$ cat config.mk
export PLATFORM = sky130hd
export DESIGN_NAME = req_gnt_responder
export DESIGN_NICKNAME = d
export VERILOG_FILES = /design/src/rtl/req_gnt_pkg.sv /design/src/rtl/req_gnt_responder_sat_counter.sv /design/src/rtl/req_gnt_responder.sv
export SDC_FILE = /design/constraint.sdc
export NUM_CORES = 1
export LEC_CHECK = 0
export CAP_MARGIN = 25
export CORE_ASPECT_RATIO = 0.8
export CORE_MARGIN = 4
export CORE_UTILIZATION = 35
export DETAILED_ROUTE_END_ITERATION = 8
export PLACE_DENSITY_LB_ADDON = 0.3
export SLEW_MARGIN = 20
export SYNTH_ARGS = -nofsm -noshare
export SYNTH_HDL_FRONTEND = slang
export SYNTH_SLANG_ARGS = --single-unit
$ cat constraint.sdc
create_clock -name clk_ip -period 1.5 [get_ports clk_ip]
set_input_delay 0.225 -clock clk_ip [delete_from_list [all_inputs] [get_ports clk_ip]]
set_output_delay 0.225 -clock clk_ip [all_outputs]
set_load 0.01 [all_outputs]
$ cat src/rtl/req_gnt_pkg.sv
// Shared types and constants for the req/gnt responder slice.
package req_gnt_pkg;

  typedef enum logic [1:0] {
    RG_IDLE    = 2'd0,
    RG_GRANT   = 2'd1,
    RG_RECOVER = 2'd2
  } rg_state_e;

  localparam int unsigned REC_W         = 4;
  localparam int unsigned CNT_W_DEFAULT = 8;

endpackage

$ cat src/rtl/req_gnt_responder_sat_counter.sv
// Saturating up-counter with synchronous clear; clear beats a coincident increment.
module sat_counter #(
  parameter int unsigned W = 8
) (
  input  logic         clk_ip,
  input  logic         reset_ip,
  input  logic         clr_ip,
  input  logic         inc_ip,
  output logic [W-1:0] cnt_op
);

  always_ff @(posedge clk_ip or posedge reset_ip) begin
    if (reset_ip) begin
      cnt_op <= '0;
    end else if (clr_ip) begin
      cnt_op <= '0;
    end else if (inc_ip && (cnt_op != '1)) begin
      cnt_op <= cnt_op + W'(1);
    end
  end

endmodule

$ cat src/rtl/req_gnt_responder.sv
// Grant-side responder: one-cycle gnt per accepted req, then a recovery window;
// requests seen while busy are dropped, flagged and counted.
module req_gnt_responder
  import req_gnt_pkg::*;
#(
  parameter int unsigned CNT_W      = CNT_W_DEFAULT,
  parameter int unsigned REC_CYCLES = 1
) (
  input  logic             clk_ip,
  input  logic             reset_ip,
  input  logic             en_ip,
  input  logic             req_ip,
  input  logic             clr_ip,
  output logic             gnt_op,
  output logic             busy_op,
  output logic             viol_op,
  output logic             err_op,
  output logic [CNT_W-1:0] gnt_cnt_op,
  output logic [CNT_W-1:0] viol_cnt_op
);

  localparam logic [REC_W-1:0] REC_LOAD = REC_W'(REC_CYCLES - 1);

  rg_state_e        state_q, state_d;
  logic [REC_W-1:0] rec_q, rec_d;
  logic             accept, viol;

  assign accept = (state_q == RG_IDLE) && req_ip && en_ip;
  assign viol   = (state_q != RG_IDLE) && req_ip;

  always_comb begin
    state_d = state_q;
    rec_d   = rec_q;
    case (state_q)
      RG_IDLE: begin
        if (accept) state_d = RG_GRANT;
      end
      RG_GRANT: begin
        state_d = RG_RECOVER;
        rec_d   = REC_LOAD;
      end
      RG_RECOVER: begin
        if (rec_q == '0) state_d = RG_IDLE;
        else             rec_d   = rec_q - REC_W'(1);
      end
      default: state_d = RG_IDLE;
    endcase
  end

  // Outputs are registered from the next state so they align with state_q
  // without any combinational path from req_ip.
  always_ff @(posedge clk_ip or posedge reset_ip) begin
    if (reset_ip) begin
      state_q <= RG_IDLE;
      rec_q   <= '0;
      gnt_op  <= 1'b0;
      busy_op <= 1'b0;
      viol_op <= 1'b0;
      err_op  <= 1'b0;
    end else begin
      state_q <= state_d;
      rec_q   <= rec_d;
      gnt_op  <= (state_d == RG_GRANT);
      busy_op <= (state_d != RG_IDLE);
      viol_op <= viol;
      if (clr_ip)    err_op <= 1'b0;
      else if (viol) err_op <= 1'b1;
    end
  end

  sat_counter #(.W(CNT_W)) u_gnt_cnt (
    .clk_ip   (clk_ip),
    .reset_ip (reset_ip),
    .clr_ip   (clr_ip),
    .inc_ip   (accept),
    .cnt_op   (gnt_cnt_op)
  );

  sat_counter #(.W(CNT_W)) u_viol_cnt (
    .clk_ip   (clk_ip),
    .reset_ip (reset_ip),
    .clr_ip   (clr_ip),
    .inc_ip   (viol),
    .cnt_op   (viol_cnt_op)
  );

endmodule

==> results.md, run 1 <==
- PD cells: 725 nW/um^2
- Net Switching: 0.000334 W
- Sequential-to-total area share from yosys stat: 0.514
- Combinational power share: 0.116
- Clk slew on worst S/H paths: roughly 100 ps
- WS Path Type: register to register
- TritonCTS clock tree: done
- Final max-slew violation count: 0
- Number of top-level pins: 25
- Crit path required time: roughly 1700 ps
- Crit end category: register
- Synthesized cell area: approximately 1300 um^2
- Post-CTS Hold Fix Bufs: 0
- Metal2 WL: 1730 um
- Crit path DAT: approximately 1700 ps
- Share of power burned in registers: 0.488
- Final Critical Period: approximately 1500 ps
- Initial antenna violation count: 0
- Iteration count of the initial detailed-routing pass: 4
- Final WL: 3570 um
- Initial Utilization: 0.367
- Yosys top cell area share: 0.514
- Met3 wire length: approximately 180 um
- CTS sink count: 26
- ANT cells: 0
- Starting DRT DRC Count: 40
- Int Pwr: 0.00116 W
- Area leader, netlist: dfrtp_1
- Outcome: complete, but fails checks
- RSZ-0062 raised after global routing: yes
- First-pass GRT wire length: roughly 5300 um
- Startpoint types: register
- Core Area: around 3400 um^2
- Final HPWL DP: about 2300 um
- Die area: 4650 um^2
- Fillers: between 200 and 300
- Worst setup margin: -0.765 ps
- Cell variety after synth: 37
- Syn_area_per_cell: 9.88 um^2
- Total congestion overflow: 0
- CP max FO: 4
- Uppermost layer routed: met4
- Number of global-route vias before repair: 1177
- FF/Latch Area: roughly 650 um^2
- Layout area overhead: 63.0%
- CTS Buf Count: 3
- DR vias: 1224
- Vias per std cell: approximately 5.2
- Final setup viols: 1
- #FFs+latches synth: 26
- FP Rows: 19
- M1 WL: 1590 um
- Clock H-tree levels: 1
- Clk_skew: approximately 11 ps
- Layout Nets: 203
- DR WL/cell: 15.1 um
- Gpl congestion: approximately 0.84
- Sw Ratio: 0.224
- Post-Syn Nets: 136
- Share of cells above drive strength 1: 0.371
- Hold crit path type: input pin to asynchronous set/reset pin
- MaxCap Viol Count: 0
- Placement Setup Slack: -306 ps
- Slew Limit Headroom: 0.721
- Hold Worst Slack: 286 ps
- Area of the multi-input gates: between 600 and 700 um^2
- Cells after Synth: roughly 130
- Largest net degree at the start of global routing: 27
- CTS root buffer: clkbuf_8
- Fmax: around 670 MHz
- Fin crit share: 1.00
- Post-route ant nets: 0
- Overall global routing resource usage: 0.153
- Failing checks: negative setup slack
- Clock share of power: 0.396
- Die H: just over 60 um
- Die X: between 70 and 80 um
- I/O Buffers: 24
- Synth top area cells: dfrtp_1 51%, nor2_1 3.9%, inv_1 3.6%
- Worst-case clock buffer depth: 2
- Worst-Margin Slew: approximately 410 ps
- Hold Fails Final Rpt: 0
- VDD IR max: slightly below 700 uV
- Skew-Pair Late Insertion Delay: 280 ps
- Yosys warns: 0
- DRC: 0
- Leakage: around 1.0 nW
stage by stage:
stage / cell area [um^2] / TNS, ps / std cells / utilization / power [W]
after detailed placement: 1750 / -2610 / 217 / 0.506 / 0.000896
after CTS: 1840 / -266 / 225 / 0.535 / 0.00148
final: 2060 / -0.765 / 236 / 0.598 / 0.00149
after global placement: 1750 / -1840 / 217 / 0.506 / 0.000890
after floorplan: 1270 / -12.3 / 128 / - / 0.000807
after global routing: 2060 / -448 / 236 / 0.598 / 0.00155
sequential cells by signal, indices dropped and copies added, names as in the netlist:
signal,count
busy_op,1
state_q,2
rec_q,4
viol_op,1
err_op,1
gnt_op,1
u_gnt_cnt.cnt_op,8
u_viol_cnt.cnt_op,8
cells by family (layout without fill, tap and decap cells):
family / count (synthesis) / count (layout) / synth area share
and+or+nand+nor: 48 / 48 / 0.194
buffers and inverters: 15 / 81 / 0.0455
xor gates and xnor gates: 6 / 6 / 0.0415
muxes: 3 / 3 / 0.0237
AOI/OAI and AO/OA: 27 / 27 / 0.151
DFF: 26 / 26 / 0.514
adders and majority gates: 3 / 3 / 0.0297
critical path: stages (launching register included):
cell       delay [ps]
dfrtp_1           430
nand4bb_4         270
nor4_1            440
and3_1            210
nor3_1             40
cell usage in the layout (no fill, tap or decap), types with 2 or more instances in the layout:
cell type	n
a21oi_1	7
and3_1	4
and4_1	2
buf_4	41
clkbuf_8	3
clkdlybuf4s50_1	10
dfrtp_1	23
dfrtp_2	3
dlygate4sd2_1	11
dlymetal6s2s_1	3
inv_1	6
inv_2	6
mux2i_1	3
nand2_1	7
nand3_1	5
nor2_1	13
nor3_1	5
nor3_2	2
nor4_1	2
o21ai_0	2
xnor2_1	4
xor2_1	2
final timing paths:
path | startpoint | to | slack, ps | cells after the start
max | state_q[1] | u_gnt_cnt.cnt_op[7] | -0.8 | 4
min | reset_ip | state_q[1] | 290 | 3
max reg2reg | state_q[1] | u_gnt_cnt.cnt_op[7] | -0.8 | 4
min reg2reg | err_op | err_op | 510 | 2
max in group asynchronous | reset_ip | u_viol_cnt.cnt_op[3] | 930 | 3
min in group clk_ip | err_op | err_op | 510 | 2
synthesized netlist by cell type (all sizes together):
master / n
a21boi: 1
clkbuf: 2
a2111oi: 1
nor2b: 1
o21ai: 4
o2bb2ai: 1
and3: 5
nor3: 7
o31ai: 1
xnor2: 4
or3: 1
a31oi: 1
xor2: 2
mux2i: 3
nand2b: 1
nor2: 13
a21oi: 7
nand2: 7
a31o: 1
o211ai: 1
a311oi: 2
a211oi: 3
nor4: 3
buf: 1
o21a: 1
or2: 1
nand3: 5
nand4: 1
inv: 12
nand4bb: 1
o2111a: 1
o311ai: 1
and4: 2
o22ai: 1
ha: 3
dfrtp: 26
metal layers:
metal | up-vias | track usage
li1 | 590 | -
met1 | 603 | 0.205
met2 | 25 | 0.247
met3 | 6 | 0.0418
met4 | 0 | 0.0449
met5 | - | 0
power by group through the flow:
stage	clock network, W	logic [W]	registers [W]
final	0.000592	0.000173	0.000730
after global routing	0.000631	0.000190	0.000732
after CTS	0.000600	0.000153	0.000728
after detailed placement	0	0.000154	0.000742
after global placement	0	0.000149	0.000741
after floorplan	0	0.0000543	0.000752
timing repair:
action / in CTS / in global routing
setup buffers: 4 / 11
cloned: 0 / 0
pin swaps: 1 / 7
setup endpoints to repair: 24 / 19
gates resized for setup: 15 / 33
cell type report:
class                   instances  share of cell area
inverters                      12              0.0218
clock inverters                 1              0.0146
multi-input cells              87               0.338
well taps                      42              0.0255
clock buffers                   3              0.0200
flip-flops and latches         26               0.317
repair buffers                 65               0.263
No activity file was read; power rests on OpenSTA's default activity.
==> run 2: changes to the inputs <==
--- a/config.mk
+++ b/config.mk
@@ -10,7 +10,7 @@
 export CORE_MARGIN = 4
 export CORE_UTILIZATION = 35
 export DETAILED_ROUTE_END_ITERATION = 8
-export PLACE_DENSITY_LB_ADDON = 0.3
+export PLACE_DENSITY = 0.7
 export SLEW_MARGIN = 20
 export SYNTH_ARGS = -nofsm -noshare
 export SYNTH_HDL_FRONTEND = slang
==> results.md, run 2 (synthesized netlist as in run 1, its figures left out) <==
- Failing checks: negative setup slack (unchanged)
- MaxCap Viol Count: 0 (unchanged)
- Overall global routing resource usage: 0.144 (was 0.153)
- Worst-Margin Slew: 479 ps (was 414 ps)
- Number of top-level pins: 25 (unchanged)
- Startpoint types: register (unchanged)
- Die area: 4650 um^2 (unchanged)
- Final setup viols: 1 (unchanged)
- Sw Ratio: 0.233 (was 0.224)
- Finished Layout Cells: 232 (was 236)
- Initial antenna violation count: 0 (unchanged)
- Clk_skew: 1.99 ps (was 11.4 ps)
- Fin crit share: 1.03 (was 1.00)
- Vias per std cell: 5.02 (was 5.19)
- Worst setup margin: -42.2 ps (was -0.765 ps)
- Clock share of power: 0.336 (was 0.396)
- Iteration count of the initial detailed-routing pass: 4 (unchanged)
- Post-route ant nets: 0 (unchanged)
- Initial Utilization: 0.367 (unchanged)
- Layout Nets: 199 (was 203)
- Most frequent cells in the layout: 34 x buf_4, 22 x dfrtp_1, 13 x nor2_1 (was 41 x buf_4, 23 x dfrtp_1, 13 x nor2_1)
- Largest net degree at the start of global routing: 27 (unchanged)
- TritonCTS clock tree: done (unchanged)
- Final WL: 3170 um (was 3570 um)
- ANT cells: 0 (unchanged)
- Final max-slew violation count: 0 (unchanged)
- Commonest non-fill, non-tap cell in the layout: buf_4 (unchanged)
- First-pass GRT wire length: 5090 um (was 5290 um)
- FP Rows: 19 (unchanged)
- RSZ-0062 raised after global routing: yes (unchanged)
- DR vias: 1165 (was 1224)
- PD cells: 679 nW/um^2 (was 725 nW/um^2)
- CTS Buf Count: 3 (unchanged)
- Worst-case clock buffer depth: 2 (unchanged)
- I/O Buffers: 24 (unchanged)
- Hold crit path type: input pin to asynchronous set/reset pin (unchanged)
- Skew-Pair Late Insertion Delay: 270 ps (was 280 ps)
- Fmax: 648 MHz (was 666 MHz)
- Top flop regs: u_gnt_cnt.cnt_op x8, u_viol_cnt.cnt_op x8, rec_q x4 (unchanged)
- Crit path required time: 1660 ps (was 1680 ps)
- Slew Limit Headroom: 0.672 (was 0.721)
- CTS root buffer: clkbuf_8 (unchanged)
- Hold Fails Final Rpt: 0 (unchanged)
- WS Path Type: register to register (unchanged)
- Final Critical Period: 1540 ps (was 1500 ps)
- DR WL/cell: 13.7 um (was 15.1 um)
- Die X: 75.2 um (unchanged)
- CTS sink count: 26 (unchanged)
- Clk slew on worst S/H paths: 90 ps (was 100 ps)
- Net Switching: 0.000315 W (was 0.000334 W)
- Crit end category: register (unchanged)
- Share of cells above drive strength 1: 0.332 (was 0.371)
- Post-CTS Hold Fix Bufs: 0 (unchanged)
- Starting DRT DRC Count: 73 (was 40)
- Outcome: complete, but fails checks (unchanged)
- DP Cell Count: 216 (was 217)
- Hold Worst Slack: 306 ps (was 286 ps)
- Leakage: 1.01 nW (was 1.04 nW)
- Final TNS setup: -42.2 ps (was -0.765 ps)
- Combinational power share: 0.126 (was 0.116)
- Core Area: 3450 um^2 (unchanged)
- Total congestion overflow: 0 (unchanged)
- Gpl congestion: 0.849 (was 0.839)
- DRC: 0 (unchanged)
- Share of power burned in registers: 0.538 (was 0.488)
- CP max FO: 5 (was 4)
- VDD IR max: 500 uV (was 684 uV)
- Final HPWL DP: 2100 um (was 2290 um)
- Crit path DAT: 1700 ps (was 1680 ps)
- Int Pwr: 0.00104 W (was 0.00116 W)
- Number of global-route vias before repair: 1140 (was 1177)
- Die H: 61.8 um (unchanged)
- Layout area overhead: 57.3% (was 63.0%)
- Clock H-tree levels: 1 (unchanged)
## run 2: critical path: stages (launching register included)
cell and delay, ps:
dfrtp_1 410, nand4bb_1 220, buf_6 160, or3_4 320
o21ai_0 240, a21oi_2 90
## run 2: final timing paths
kind | to | slack (ps) | cells past startpoint | startpoint
hold reg to reg | err_op | 510 | 2 | err_op
min in group clk_ip | err_op | 510 | 2 | err_op
hold / removal | gnt_op | 310 | 3 | reset_ip
setup / recovery | u_gnt_cnt.cnt_op[5] | -40 | 5 | state_q[0]
max in group asynchronous | u_viol_cnt.cnt_op[3] | 920 | 3 | reset_ip
setup reg to reg | u_gnt_cnt.cnt_op[5] | -40 | 5 | state_q[0]
## run 2: power groups by stage
stage	Sequential (W)	Clock, W	Combinational [W]
after global placement	0.000740	0	0.000149
after global routing	0.000729	0.000495	0.000189
after CTS	0.000726	0.000467	0.000156
after detailed placement	0.000740	0	0.000153
final	0.000727	0.000454	0.000170
after floorplan	0.000752	0	0.0000543
## run 2: final cells by class
type | count | area (um^2)
clock buffers | 4 | 55.1
well taps | 42 | 52.6
inverters | 12 | 50.0
flip-flops and latches | 26 | 656
repair buffers | 61 | 526
fillers | 296 | 1460
multi-input cells | 87 | 651
## run 2: metrics by stage
step | worst slack [ps] | utilization | cell area [um^2] | power (W)
final | -42.2 | 0.577 | 1990 | 0.00135
after global placement | -246 | 0.504 | 1740 | 0.000888
after floorplan | -12.3 | - | 1270 | 0.000807
after detailed placement | -320 | 0.504 | 1740 | 0.000893
after global routing | -136 | 0.577 | 1990 | 0.00141
after CTS | -29.3 | 0.535 | 1840 | 0.00135
## run 2: routing by layer
layer  track usage  up-vias  share of wire
met4        0.0249        0         0.0066
li1              -      584              -
met2         0.246       21           0.51
met5             0        -              0
met1         0.184      558           0.43
met3        0.0482        2          0.048
## run 2: what timing repair did
item                                    in CTS  in global routing
gates resized for setup                     17                 27
buffers inserted                             6                  6
endpoints found under the setup margin      22                 22
pin swaps                                    5                  7
==> run 3: changes to the inputs <==
--- a/config.mk
+++ b/config.mk
@@ -7,7 +7,6 @@
 export LEC_CHECK = 0
 export CAP_MARGIN = 25
 export CORE_ASPECT_RATIO = 0.8
-export CORE_MARGIN = 4
 export CORE_UTILIZATION = 35
 export DETAILED_ROUTE_END_ITERATION = 8
 export PLACE_DENSITY = 0.7
==> results.md, run 3 (synthesized netlist as in run 1, its figures left out) <==
- Final max-slew violation count: 0 (unchanged)
- Outcome: complete, but fails checks (unchanged)
- Startpoint types: register (unchanged)
- Reg2reg start: state_q[1] (was state_q[0])
- PD cells: 724 nW/um^2 (was 679 nW/um^2)
- Crit end category: register (unchanged)
- Leakage: 1.06 nW (was 1.01 nW)
- Die X: 69.2 um (was 75.2 um)
- Overall global routing resource usage: 0.182 (was 0.144)
- Most frequent cells in the layout: 41 x buf_4, 21 x dfrtp_1, 13 x nor2_1 (was 34 x buf_4, 22 x dfrtp_1, 13 x nor2_1)
- Worst-Margin Slew: 426 ps (was 479 ps)
- CTS root buffer: clkbuf_8 (unchanged)
- Die area: 3860 um^2 (was 4650 um^2)
- Iteration count of the initial detailed-routing pass: 4 (unchanged)
- ANT cells: 0 (unchanged)
- FP Rows: 19 (unchanged)
- Gpl congestion: 0.781 (was 0.849)
- Final TNS setup: -160 ps (was -42.2 ps)
- Initial antenna violation count: 0 (unchanged)
- Largest net degree at the start of global routing: 27 (unchanged)
- TritonCTS clock tree: done (unchanged)
- Final setup viols: 4 (was 1)
- Layout Nets: 204 (was 199)
- Vias per std cell: 5.38 (was 5.02)
- RSZ-0062 raised after global routing: yes (unchanged)
- Crit path DAT: 1770 ps (was 1700 ps)
- MaxCap Viol Count: 0 (unchanged)
- Worst-case clock buffer depth: 2 (unchanged)
- Number of top-level pins: 25 (unchanged)
- First-pass GRT wire length: 5640 um (was 5090 um)
- CTS Buf Count: 3 (unchanged)
- Total congestion overflow: 0 (unchanged)
- Die H: 55.8 um (was 61.8 um)
- Final HPWL DP: 2210 um (was 2100 um)
- DR vias: 1274 (was 1165)
- Crit path required time: 1700 ps (was 1660 ps)
- Hold Fails Final Rpt: 0 (unchanged)
- Failing checks: negative setup slack (unchanged)
- Slew Limit Headroom: 0.715 (was 0.672)
- Clock H-tree levels: 1 (unchanged)
- Clk_skew: 9.00 ps (was 1.99 ps)
- Top flop regs: u_gnt_cnt.cnt_op x8, u_viol_cnt.cnt_op x8, rec_q x4 (unchanged)
- Number of global-route vias before repair: 1247 (was 1140)
- Skew-Pair Late Insertion Delay: 280 ps (was 270 ps)
- Placement Setup Slack: -348 ps (was -320 ps)
- Post-CTS Hold Fix Bufs: 0 (unchanged)
- Post-route ant nets: 0 (unchanged)
- Hold crit path type: input pin to asynchronous set/reset pin (unchanged)
- Fillers: 283 (was 296)
- Worst setup margin: -78.7 ps (was -42.2 ps)
- Layout area overhead: 63.1% (was 57.3%)
- Worst R2R Setup Slack: -80 ps (was -40 ps)
- Fin crit share: 1.05 (was 1.03)
- Clk slew on worst S/H paths: 100 ps (was 90 ps)
- Share of cells above drive strength 1: 0.359 (was 0.332)
- Final WL: 3430 um (was 3170 um)
- CP max FO: 5 (unchanged)
- Commonest non-fill, non-tap cell in the layout: buf_4 (unchanged)
- Fmax: 633 MHz (was 648 MHz)
- I/O Buffers: 24 (unchanged)
- CTS sink count: 26 (unchanged)
- Initial Utilization: 0.367 (unchanged)
- DR WL/cell: 14.5 um (was 13.7 um)
- Core Area: 3450 um^2 (unchanged)
- DRC: 0 (unchanged)
- R2R Path End: u_gnt_cnt.cnt_op[5] (unchanged)
- VDD IR max: 520 uV (was 500 uV)
- Final Critical Period: 1580 ps (was 1540 ps)
- Worst reg2reg path depth: 4 (was 5)
- WS Path Type: register to register (unchanged)
- Starting DRT DRC Count: 89 (was 73)
==> run 3: changes by cell type in the layout (fill, tap and decap cells not counted), sizes merged <==
cell	change
buf	+5
clkbuf	-1
bufinv	+1
clkdlybuf4s50	-1
dlymetal6s2s	+2
dlygate4sd2	-1
==> run 3: stage by stage <==
stage	hold WS (ps)	cell area, um^2	instances	total power, W	util
floorplan	265	1270	128	0.000807	-
global placement	486	1740	216	0.000888	0.504
detailed placement	493	1740	216	0.000895	0.504
CTS	335	1890	228	0.00149	0.548
global route	360	2060	237	0.00156	0.599
finish	305	2060	237	0.00149	0.599
==> run 3: power by group <==
group	total, W	switching (W)	internal, W	leakage (nW)
registers	0.000728	0.0000106	0.000718	0.349
clock network	0.000589	0.000231	0.000357	0.0357
logic	0.000176	0.0000883	0.0000881	0.678
total	0.00149	0.000330	0.00116	1.06
==> run 3: cell type report <==
cell class	count	area [um^2]	area share
inverters	12	45.0	0.0218
clock buffers	3	41.3	0.0200
well taps	42	52.6	0.0255
clock inverters	1	30.0	0.0146
multi-input cells	87	676	0.327
repair buffers	66	562	0.272
flip-flops and latches	26	657	0.318
==> run 3: how the worst max path moves through the flow <==
stage | to | slack, ps | start | cells after the start
2_1_floorplan | u_gnt_cnt.cnt_op[4] | -10 | u_gnt_cnt.cnt_op[0] | 5
3_3_place_gp | u_gnt_cnt.cnt_op[5] | -260 | req_ip | 5
3_5_place_dp | u_gnt_cnt.cnt_op[5] | -350 | req_ip | 5
4_1_cts | u_gnt_cnt.cnt_op[5] | -10 | state_q[1] | 4
5_1_grt | u_gnt_cnt.cnt_op[5] | -110 | state_q[1] | 4
6_report | u_gnt_cnt.cnt_op[5] | -80 | state_q[1] | 4
==> run 3: critical path, cell delays in order, from the launching register on <==
cell and delay (ps):
dfrtp_1 430, nand4bb_4 290, or3_4 400, or2_0 210, a21oi_1 160
==> run 3: routing by layer <==
metal	GRT usage	routed length (um)
met5	0	0
met1	0.216	1450
met2	0.312	1810
met4	0.0729	68
met3	0.0507	95
==> run 3: timing repair <==
item                       4_1_cts  5_1_grt
gates resized for setup         19       24
setup endpoints to repair       24       21
setup buffers                    8       10
pin swaps                        4        3
